$ cat src/rtl/color_stabilizer.sv
// Qualifies raw edge/corner color codes after each cube move and presents a stable pair to determine_state.
// Optional: define COLOR_HOLD_CHECK_EN to re-validate the latched pair against live samples while holding.
module color_stabilizer #(
  parameter int unsigned SETTLE_CYCLES  = 50000,
  parameter int unsigned STABLE_COUNT   = 8,
  parameter int unsigned TIMEOUT_CYCLES = 5000000,
  parameter int unsigned CNT_W          = 23
) (
  input  logic       clock,
  input  logic       reset_n,
  input  logic       motion_start,
  input  logic       moves_done,
  input  logic       raw_valid,
  input  logic [2:0] edge_raw,
  input  logic [2:0] corner_raw,
  output logic [2:0] edge_color_sensor,
  output logic [2:0] corner_color_sensor,
  output logic       color_sensor_stable,
  output logic       sample_timeout
);

  localparam int unsigned AGREE_W = (STABLE_COUNT < 1) ? 1 : $clog2(STABLE_COUNT + 1);

  localparam logic [CNT_W-1:0]   SETTLE_LAST  = CNT_W'(SETTLE_CYCLES - 1);
  localparam logic [CNT_W-1:0]   TIMEOUT_LAST = CNT_W'(TIMEOUT_CYCLES - 1);
  localparam logic [AGREE_W-1:0] AGREE_TGT    = AGREE_W'(STABLE_COUNT);
  localparam logic [AGREE_W-1:0] AGREE_ONE    = AGREE_W'(1);

  typedef enum logic [1:0] {
    WAIT_MOVE = 2'd0,
    SETTLE    = 2'd1,
    ACQUIRE   = 2'd2,
    HOLD      = 2'd3
  } state_t;

  state_t             state_q,  state_d;
  logic [CNT_W-1:0]   cnt_q,    cnt_d;
  logic [AGREE_W-1:0] agree_q,  agree_d;
  logic [5:0]         cand_q,   cand_d;
  logic [2:0]         edge_q,   edge_d;
  logic [2:0]         corner_q, corner_d;
  logic               stable_q, stable_d;
  logic               timeout_q, timeout_d;

  logic               codes_ok;
  logic [5:0]         pair;
  logic [AGREE_W-1:0] agree_inc;
  logic [AGREE_W-1:0] samp_agree;
  logic [5:0]         samp_cand;
  logic               samp_qualifies;

  assign pair      = {edge_raw, corner_raw};
  assign codes_ok  = (edge_raw <= 3'd5) && (corner_raw <= 3'd5);
  assign agree_inc = (agree_q >= AGREE_TGT) ? AGREE_TGT : agree_q + AGREE_ONE;

  // Agreement update for one ACQUIRE sample; invalid codes break the run but keep the candidate.
  always_comb begin
    samp_agree = agree_q;
    samp_cand  = cand_q;
    if (raw_valid) begin
      if (!codes_ok) begin
        samp_agree = '0;
      end else if (pair == cand_q) begin
        samp_agree = agree_inc;
      end else begin
        samp_cand  = pair;
        samp_agree = AGREE_ONE;
      end
    end
  end

  assign samp_qualifies = raw_valid && codes_ok && (samp_agree == AGREE_TGT);

  always_comb begin
    state_d   = state_q;
    cnt_d     = cnt_q;
    agree_d   = agree_q;
    cand_d    = cand_q;
    edge_d    = edge_q;
    corner_d  = corner_q;
    stable_d  = stable_q;
    timeout_d = timeout_q;

    if (motion_start) begin
      state_d  = WAIT_MOVE;
      stable_d = 1'b0;
      agree_d  = '0;
    end else if (moves_done) begin
      state_d  = SETTLE;
      cnt_d    = '0;
      stable_d = 1'b0;
      agree_d  = '0;
    end else begin
      case (state_q)
        WAIT_MOVE: ;
        SETTLE: begin
          if (cnt_q == SETTLE_LAST) begin
            state_d = ACQUIRE;
            cnt_d   = '0;
            agree_d = '0;
          end else begin
            cnt_d = cnt_q + CNT_W'(1);
          end
        end
        ACQUIRE: begin
          cand_d  = samp_cand;
          agree_d = samp_agree;
          // A qualifying sample wins over a timeout landing in the same cycle.
          if (samp_qualifies) begin
            state_d  = HOLD;
            edge_d   = samp_cand[5:3];
            corner_d = samp_cand[2:0];
            stable_d = 1'b1;
            cnt_d    = '0;
          end else if (cnt_q == TIMEOUT_LAST) begin
            state_d   = SETTLE;
            timeout_d = 1'b1;
            cnt_d     = '0;
            agree_d   = '0;
          end else begin
            cnt_d = cnt_q + CNT_W'(1);
          end
        end
        HOLD: begin
`ifdef COLOR_HOLD_CHECK_EN
          if (raw_valid && codes_ok && (pair != {edge_q, corner_q})) begin
            state_d  = ACQUIRE;
            stable_d = 1'b0;
            cand_d   = pair;
            agree_d  = AGREE_ONE;
            cnt_d    = '0;
          end
`endif
        end
        default: state_d = WAIT_MOVE;
      endcase
    end
  end

  always_ff @(posedge clock or negedge reset_n) begin
    if (!reset_n) begin
      state_q   <= WAIT_MOVE;
      cnt_q     <= '0;
      agree_q   <= '0;
      cand_q    <= '0;
      edge_q    <= '0;
      corner_q  <= '0;
      stable_q  <= 1'b0;
      timeout_q <= 1'b0;
    end else begin
      state_q   <= state_d;
      cnt_q     <= cnt_d;
      agree_q   <= agree_d;
      cand_q    <= cand_d;
      edge_q    <= edge_d;
      corner_q  <= corner_d;
      stable_q  <= stable_d;
      timeout_q <= timeout_d;
    end
  end

  assign edge_color_sensor   = edge_q;
  assign corner_color_sensor = corner_q;
  assign color_sensor_stable = stable_q;
  assign sample_timeout      = timeout_q;

endmodule

$ cat config.mk
export PLATFORM = sky130hd
export DESIGN_NAME = color_stabilizer
export DESIGN_NICKNAME = d
export VERILOG_FILES = /design/src/rtl/color_stabilizer.sv
export SDC_FILE = /design/constraint.sdc
export NUM_CORES = 1
export LEC_CHECK = 0
export CORE_MARGIN = 3
export CORE_UTILIZATION = 51
export CTS_CLUSTER_SIZE = 12
export DETAILED_ROUTE_END_ITERATION = 7
export PLACE_DENSITY = 0.69
export SYNTH_ARGS = -nofsm -noshare
export SYNTH_HDL_FRONTEND = slang
export SYNTH_SLANG_ARGS = --single-unit
$ cat constraint.sdc
create_clock -name clock -period 2.4 [get_ports clock]
set_input_delay 0.48 -clock clock [delete_from_list [all_inputs] [get_ports clock]]
set_output_delay 0.48 -clock clock [all_outputs]
set_load 0.03 [all_outputs]
==> impl_table.tex, run 1 <==
\begin{tabular}{lr}
\hline
Metric & Value \\
\hline
\multicolumn{2}{l}{\textbf{STA}} \\
Worst Skew & 0.00633 ns \\
Hold Vio Cnt, Final & 0 \\
Crit share post-route & a little over nine tenths \\
Final Slew Violations & 0 \\
Post-route setup slack & 0.0955 ns \\
Slew at the pin with the worst max-slew slack & 0.475 ns \\
Final setup violation count & 0 \\
FMAX & 0.434 GHz \\
Worst relative slew slack & 68.3\% \\
Min Clock Period, post-route & 2.30 ns \\
\multicolumn{2}{l}{\textbf{Cells and area}} \\
Total Nets Final & 378 \\
Area growth from synthesis to layout & 22.8\% \\
Ratio of cells with drive above 1 in the final layout & 20.9\% \\
Most common cell after layout, fill and taps aside & nand2\_1 \\
Filler instances & 448 \\
Most frequent cells in the layout & nand2\_1, dfrtp\_1, buf\_4 \\
Finished Core Util & 65.9\% \\
Inserted Diodes & 0 \\
Number of non-filler instances in the completed layout & 433 \\
\multicolumn{2}{l}{\textbf{Worst setup path}} \\
Data arrival time at the worst-slack endpoint & 2.49 ns \\
Worst Setup End Kind & register \\
Maximum cell stage delay along the critical path & 0.51 ns \\
Data required time of the critical path & 2.58 ns \\
Type of the setup path with the least slack & in -> reg \\
Slowest stage cell, crit path & or4\_4 \\
Series of cell instances along the critical path & clkdlybuf4s50\_1 -> a21boi\_4 -> nand2\_4 -> or4\_4 -> o21a\_1 -> nand4b\_4 -> mux2\_2 \\
Crit path launch type & input pin \\
Largest fanout on the critical path & 7 \\
\multicolumn{2}{l}{\textbf{Synth}} \\
Library cell with the largest summed area after synthesis & dfrtp\_1 \\
Nets in the synthesized netlist & 329 \\
Mean area per synthesized cell & 8.92 µm² \\
YS warnings & 0 \\
Post-synth ARST share & 100\% \\
Synth area leaders & dfrtp\_1, mux2\_2, nand2\_1 \\
Combined area of all synthesized cells & 0.00279 mm² \\
Fraction of synthesized cell area taken by the top area cell type & 38.5\% \\
Register bit count reported by yosys & 43 \\
Distinct cells, synth & 55 \\
Share of the yosys chip area belonging to registers & 38.5\% \\
Number of synthesized flops with an enable pin & 0 \\
Dominant register cell in the synthesized netlist & dfrtp\_1 \\
Synth Instances & 313 \\
\multicolumn{2}{l}{\textbf{Detailed routing}} \\
Routed WL & roughly 6.7 mm \\
Pre-antenna DRT Iters & 4 \\
DRC marker count from the first detailed-route iteration & 146 \\
Number of remaining DRC errors & 0 \\
Wire per inst & approximately 15 µm \\
Remaining number of nets flagged by the antenna check after routing & 0 \\
Drt via density & $\sim$6.0 \\
Number of vias after detailed routing & 2590 \\
\multicolumn{2}{l}{\textbf{CTS}} \\
Worst skew pair latency & approximately 0.3 ns \\
Total CTS buffers & 5 \\
CTS Root Cell & clkbuf\_8 \\
\# H-tree levels & 2 \\
Number of sinks on the clock net & 43 \\
TritonCTS clock tree & yes \\
Clock-pin slew on the worst setup and hold paths & 0.09 ns \\
Deepest clock path buffer count & 2 \\
\multicolumn{2}{l}{\textbf{Die}} \\
IO Count & 19 \\
Width of the die & approximately 80 µm \\
Full die area & about 0.0064 mm² \\
Die Ht & 80 µm \\
Number of standard-cell rows in the floorplan & 26 \\
Total core area & between 0.005 and 0.006 mm² \\
Starting density of the core & 53.7\% \\
\multicolumn{2}{l}{\textbf{Global routing}} \\
Number of antenna violations at the first check in global routing & 0 \\
Largest net degree at the start of global routing & 21 \\
Remaining global-route overflow & 0 \\
Wire length of the first global-routing pass & 11.7 mm \\
Via count of the first global-routing pass & 2478 \\
Gr usage total & 22.9\% \\
\multicolumn{2}{l}{\textbf{Place}} \\
Dpl cells & 425 \\
Dpl hpwl & 4.96 mm \\
Post-Place Worst Slack & -0.227 ns \\
Number of port buffers & 18 \\
Routability-driven placement congestion ratio & 0.805 \\
\multicolumn{2}{l}{\textbf{Flow run}} \\
Number of maximum-capacitance constraint violations & 0 \\
\multicolumn{2}{l}{\textbf{Hold path}} \\
Worst hold path class & in -> async \\
\multicolumn{2}{l}{\textbf{Pwr}} \\
Maximum resistive drop on vdd & 0.000401 V \\
Static leakage & 0.00144 µW \\
Power Density & around 500 mW/mm² \\
\multicolumn{2}{l}{\textbf{Status}} \\
Result of the run & complete, no violations \\
\hline
\end{tabular}
==> critical path, delay by kind of cell <==
kind	cells	cell delay, ns
AO/OA/AOI/OAI	2	0.44
multiplexers	1	0.35
AND/OR/NAND/NOR	3	0.72
buffers and inverters	1	0.49
==> cell usage after synthesis, drive strengths merged, types with 3 or more instances <==
cell type / number
a21oi: 11
a31oi: 4
a32o: 3
and2: 4
and4: 4
and4b: 3
buf: 3
clkbuf: 7
dfrtp: 43
ha: 5
inv: 11
mux2: 18
nand2: 52
nand3: 14
nand3b: 3
nand4: 5
nor2: 20
nor3: 14
o211ai: 13
o21a: 6
o21ai: 23
o22ai: 4
o41ai: 3
or2: 3
xnor2: 7
==> sequential cells by signal, indices dropped and copies added (netlist names) <==
signal               cells
cand_q                   6
edge_color_sensor        3
color_sensor_stable      1
state_q                  2
corner_color_sensor      3
cnt_q                   23
agree_q                  4
sample_timeout           1
==> cell type report <==
cell class / count / area (µm²) / area share [%]
inverter: 11 / 41.3 / 1.20
sequential: 43 / 1080 / 31.4
clock inverter: 3 / 67.6 / 1.97
clock buffer: 5 / 68.8 / 2.01
tap: 70 / 87.6 / 2.55
timing repair buffer: 52 / 443 / 12.9
multi-input combinational: 249 / 1650 / 48.0
==> power by group <==
part | switching (µW) | internal (µW) | leakage (µW)
clock network | 266 | 415 | 0.0000644
registers | 27.3 | 752 | 0.000596
logic | 141 | 133 | 0.000784
total | 434 | 1300 | 0.00144
==> metal layers <==
layer,up-vias,GRT usage [%],routed length [µm]
met5,-,0,0
met4,0,6.25,63
met3,6,4.51,288
met2,70,35.4,3070
met1,1249,32.6,3270
li1,1265,-,-
==> kinds of logic (layout without fill, tap and decap cells) <==
kind of cell / Yosys count / count (layout) / share of synthesized area (%)
xor+xnor: 7 / 7 / 2.20
simple gates: 136 / 136 / 26.3
compound gates: 83 / 83 / 20.5
mux: 18 / 18 / 7.26
buf+inv: 21 / 71 / 3.05
flops: 43 / 43 / 38.5
fa+ha+maj: 5 / 5 / 2.24
==> final timing paths <==
kind	startpoint	endpoint	slack (ns)	cells past startpoint
max	corner_raw[2]	corner_color_sensor[2]	0.1	7
min	reset_n	cnt_q[1]	0.13	1
max in group asynchronous	reset_n	cand_q[0]	1.71	2
max reg2reg	cnt_q[0]	cnt_q[15]	0.18	8
min in group clock	sample_timeout	sample_timeout	0.50	1
min reg2reg	sample_timeout	sample_timeout	0.50	1
==> per-stage QoR <==
step	setup TNS (ns)	power [µW]	instance area, µm²	hold WS (ns)
global route	-0.0193	1810	3430	0.155
CTS	0	1750	3420	0.144
finish	0	1730	3430	0.125
floorplan	0	936	2790	0.184
global placement	-2.47	1060	3280	0.470
detailed placement	-3.55	1070	3280	0.472
==> timing repair <==
action,CTS,global route
resized for setup,0,3
buffers inserted,0,0
setup endpoints to repair,0,3
hold buffers,0,0
(Power assumes the default switching activity.)
==> inputs of run 2 (changes only) <==
CAP_MARGIN = 20   (was default)
==> results of run 2 <==
Same layout as run 1: the final DEF is identical, and so are final timing and power.
==> inputs of run 3 (changes only) <==
CORE_UTILIZATION = 59   (was 51)
PLACE_DENSITY = 0.78   (was 0.69)
==> run 3 against run 2 <==
  * Worst setup slack got worse by 0.035 ns
  * Sequential cell count is the same
  * Design area is 0.62% lower
  * Combinational power is essentially flat
  * Register-to-register slack gained 0.02 ns
  * Total power grew 0.19%
  * Global-route usage up 3.8 points
  * Clock-buffer cell count is the same
  * Sequential power barely moved
  * Non-clock buffer count decreased by 1
  * Fmax down 1.5%
  * Hold slack got worse by 0.035 ns
==> impl_table.tex, run 3 (synthesis results as in run 1) <==
\begin{tabular}{lr}
\hline
Metric & Value \\
\hline
\multicolumn{2}{l}{\textbf{STA}} \\
Final setup violation count & 0 \\
Final Slew Violations & 0 \\
Final hold slack & $\sim$0.09 ns \\
Min Clock Period, post-route & 2.34 ns \\
Slew at the pin with the worst max-slew slack & 0.414 ns \\
Worst Skew & 0.00480 ns \\
FMAX & 0.427 GHz \\
Final-layout setup total negative slack & 0 ns \\
Hold Vio Cnt, Final & 0 \\
Crit share post-route & about 97\% \\
Worst relative slew slack & 72.2\% \\
\multicolumn{2}{l}{\textbf{Worst setup path}} \\
Largest fanout on the critical path & 7 \\
Data required time of the critical path & 2.58 ns \\
Type of the setup path with the least slack & in -> reg \\
Depth of the worst register-to-register path & 8 \\
Data arrival time at the worst-slack endpoint & around 2.5 ns \\
Crit path launch type & input pin \\
Worst Setup End Kind & register \\
\multicolumn{2}{l}{\textbf{Detailed routing}} \\
Pre-antenna DRT Iters & 4 \\
Number of vias after detailed routing & approximately 2600 \\
Drt via density & 6.27 \\
Number of remaining DRC errors & 0 \\
Remaining number of nets flagged by the antenna check after routing & 0 \\
Routed WL & 6.85 mm \\
Wire length on met1 & 3.20 mm \\
Wire per inst & 16.6 µm \\
Total met2 wirelength after detailed routing & 3.23 mm \\
DRC marker count from the first detailed-route iteration & 149 \\
Top metal layer carrying routed signals & met4 \\
Total met3 wirelength after detailed routing & approximately 320 µm \\
\multicolumn{2}{l}{\textbf{Hold path}} \\
Worst hold path class & in -> async \\
\multicolumn{2}{l}{\textbf{Cells and area}} \\
Area taken by multi-input logic gates & 0.00165 mm² \\
Total Nets Final & 377 \\
Number of non-filler instances in the completed layout & roughly 410 \\
Ratio of cells with drive above 1 in the final layout & 21.0\% \\
Max reg flops & 23 \\
Most common cell after layout, fill and taps aside & nand2\_1 \\
Area taken by flip-flops and latches & about 0.0011 mm² \\
Inserted Diodes & 0 \\
Filler instances & 300 \\
Area growth from synthesis to layout & 22.0\% \\
Most flop-heavy register & cnt\_q \\
Most frequent cells in the layout & nand2\_1, dfrtp\_1, buf\_4 \\
Top flop regs & cnt\_q: 23 flops, cand\_q: 6 flops, agree\_q: 4 flops \\
\multicolumn{2}{l}{\textbf{Global routing}} \\
Remaining global-route overflow & 0 \\
Wire length of the first global-routing pass & 11.6 mm \\
Number of antenna violations at the first check in global routing & 0 \\
Via count of the first global-routing pass & approximately 2500 \\
Gr usage total & a little over a quarter \\
Largest net degree at the start of global routing & 19 \\
\multicolumn{2}{l}{\textbf{CTS}} \\
\# resized after CTS & 0 \\
Number of sinks on the clock net & 43 \\
Worst skew pair latency & 0.30 ns \\
Total CTS buffers & 5 \\
\# H-tree levels & 2 \\
Post-cts hold buffer count & 0 \\
Deepest clock path buffer count & 2 \\
CTS Root Cell & clkbuf\_8 \\
TritonCTS clock tree & yes \\
Number of post-CTS setup repair buffers & 0 \\
Clock-pin slew on the worst setup and hold paths & approximately 0.09 ns \\
\multicolumn{2}{l}{\textbf{Die}} \\
Total core area & 0.00447 mm² \\
Number of standard-cell rows in the floorplan & 24 \\
Die Ht & 74.8 µm \\
Starting density of the core & 62.4\% \\
Width of the die & 74.8 µm \\
IO Count & 19 \\
Full die area & 0.00560 mm² \\
\multicolumn{2}{l}{\textbf{Place}} \\
Number of port buffers & 18 \\
Routability-driven placement congestion ratio & 0.894 \\
Dpl hpwl & 5.03 mm \\
Dpl cells & 406 \\
\multicolumn{2}{l}{\textbf{Pwr}} \\
Static leakage & 0.00144 µW \\
Power Density & 510 mW/mm² \\
Maximum resistive drop on vdd & about 0.00031 V \\
\multicolumn{2}{l}{\textbf{Flow run}} \\
Number of maximum-capacitance constraint violations & 0 \\
\multicolumn{2}{l}{\textbf{Status}} \\
Result of the run & complete, no violations \\
\hline
\end{tabular}
## run 3: cell types whose count changed in the layout (fill, tap and decap cells not counted), sizes merged
| cell | delta |
|---|---|
| buf | -1 |
## run 3: final cells by class
cell class / instances / share of cell area, %
flip-flops and latches: 43 / 31.6
repair buffers: 51 / 12.8
clock inverters: 3 / 1.98
clock buffers: 5 / 2.02
multi-input cells: 249 / 48.5
well taps: 52 / 1.91
inverters: 11 / 1.21
## run 3: critical path, cell delays in order
cell and delay, ns:
clkdlybuf4s50_1 0.55, xnor2_1 0.14, nand4_1 0.18, or4_4 0.45
o21a_1 0.21, nand4b_4 0.16, mux2_2 0.36
## run 3: final timing paths
| check | startpoint | endpoint | slack (ns) |
|---|---|---|---|
| min in group clock | sample_timeout | sample_timeout | 0.50 |
| setup reg to reg | cnt_q[0] | cnt_q[15] | 0.20 |
| hold reg to reg | sample_timeout | sample_timeout | 0.50 |
| setup / recovery | edge_raw[2] | corner_color_sensor[2] | 0.06 |
| max in group asynchronous | reset_n | cand_q[5] | 1.77 |
| hold / removal | reset_n | cnt_q[3] | 0.09 |
## run 3: stage by stage
stage,area (µm²),power [µW],worst slack [ns],utilization (%)
4_1_cts,3390,1740,0.0697,75.7
6_report,3410,1740,0.0607,76.2
2_1_floorplan,2790,936,0.278,-
3_5_place_dp,3250,1060,-0.245,72.6
5_1_grt,3410,1810,-0.00370,76.2
3_3_place_gp,3250,1060,-0.188,72.6
## run 3: where the power goes
| part | leakage, µW | switching, µW | total [µW] | internal, µW |
|---|---|---|---|---|
| clock network | 0.0000644 | 266 | 681 | 415 |
| registers | 0.000596 | 27.4 | 779 | 752 |
| logic | 0.000785 | 144 | 277 | 133 |
| total | 0.00144 | 438 | 1740 | 1300 |
## run 3: routing by layer
layer | vias up | track usage (%)
met4 | 0 | 8.89
met3 | 13 | 4.41
met2 | 63 | 42.8
li1 | 1262 | -
met1 | 1256 | 37.0
met5 | - | 0
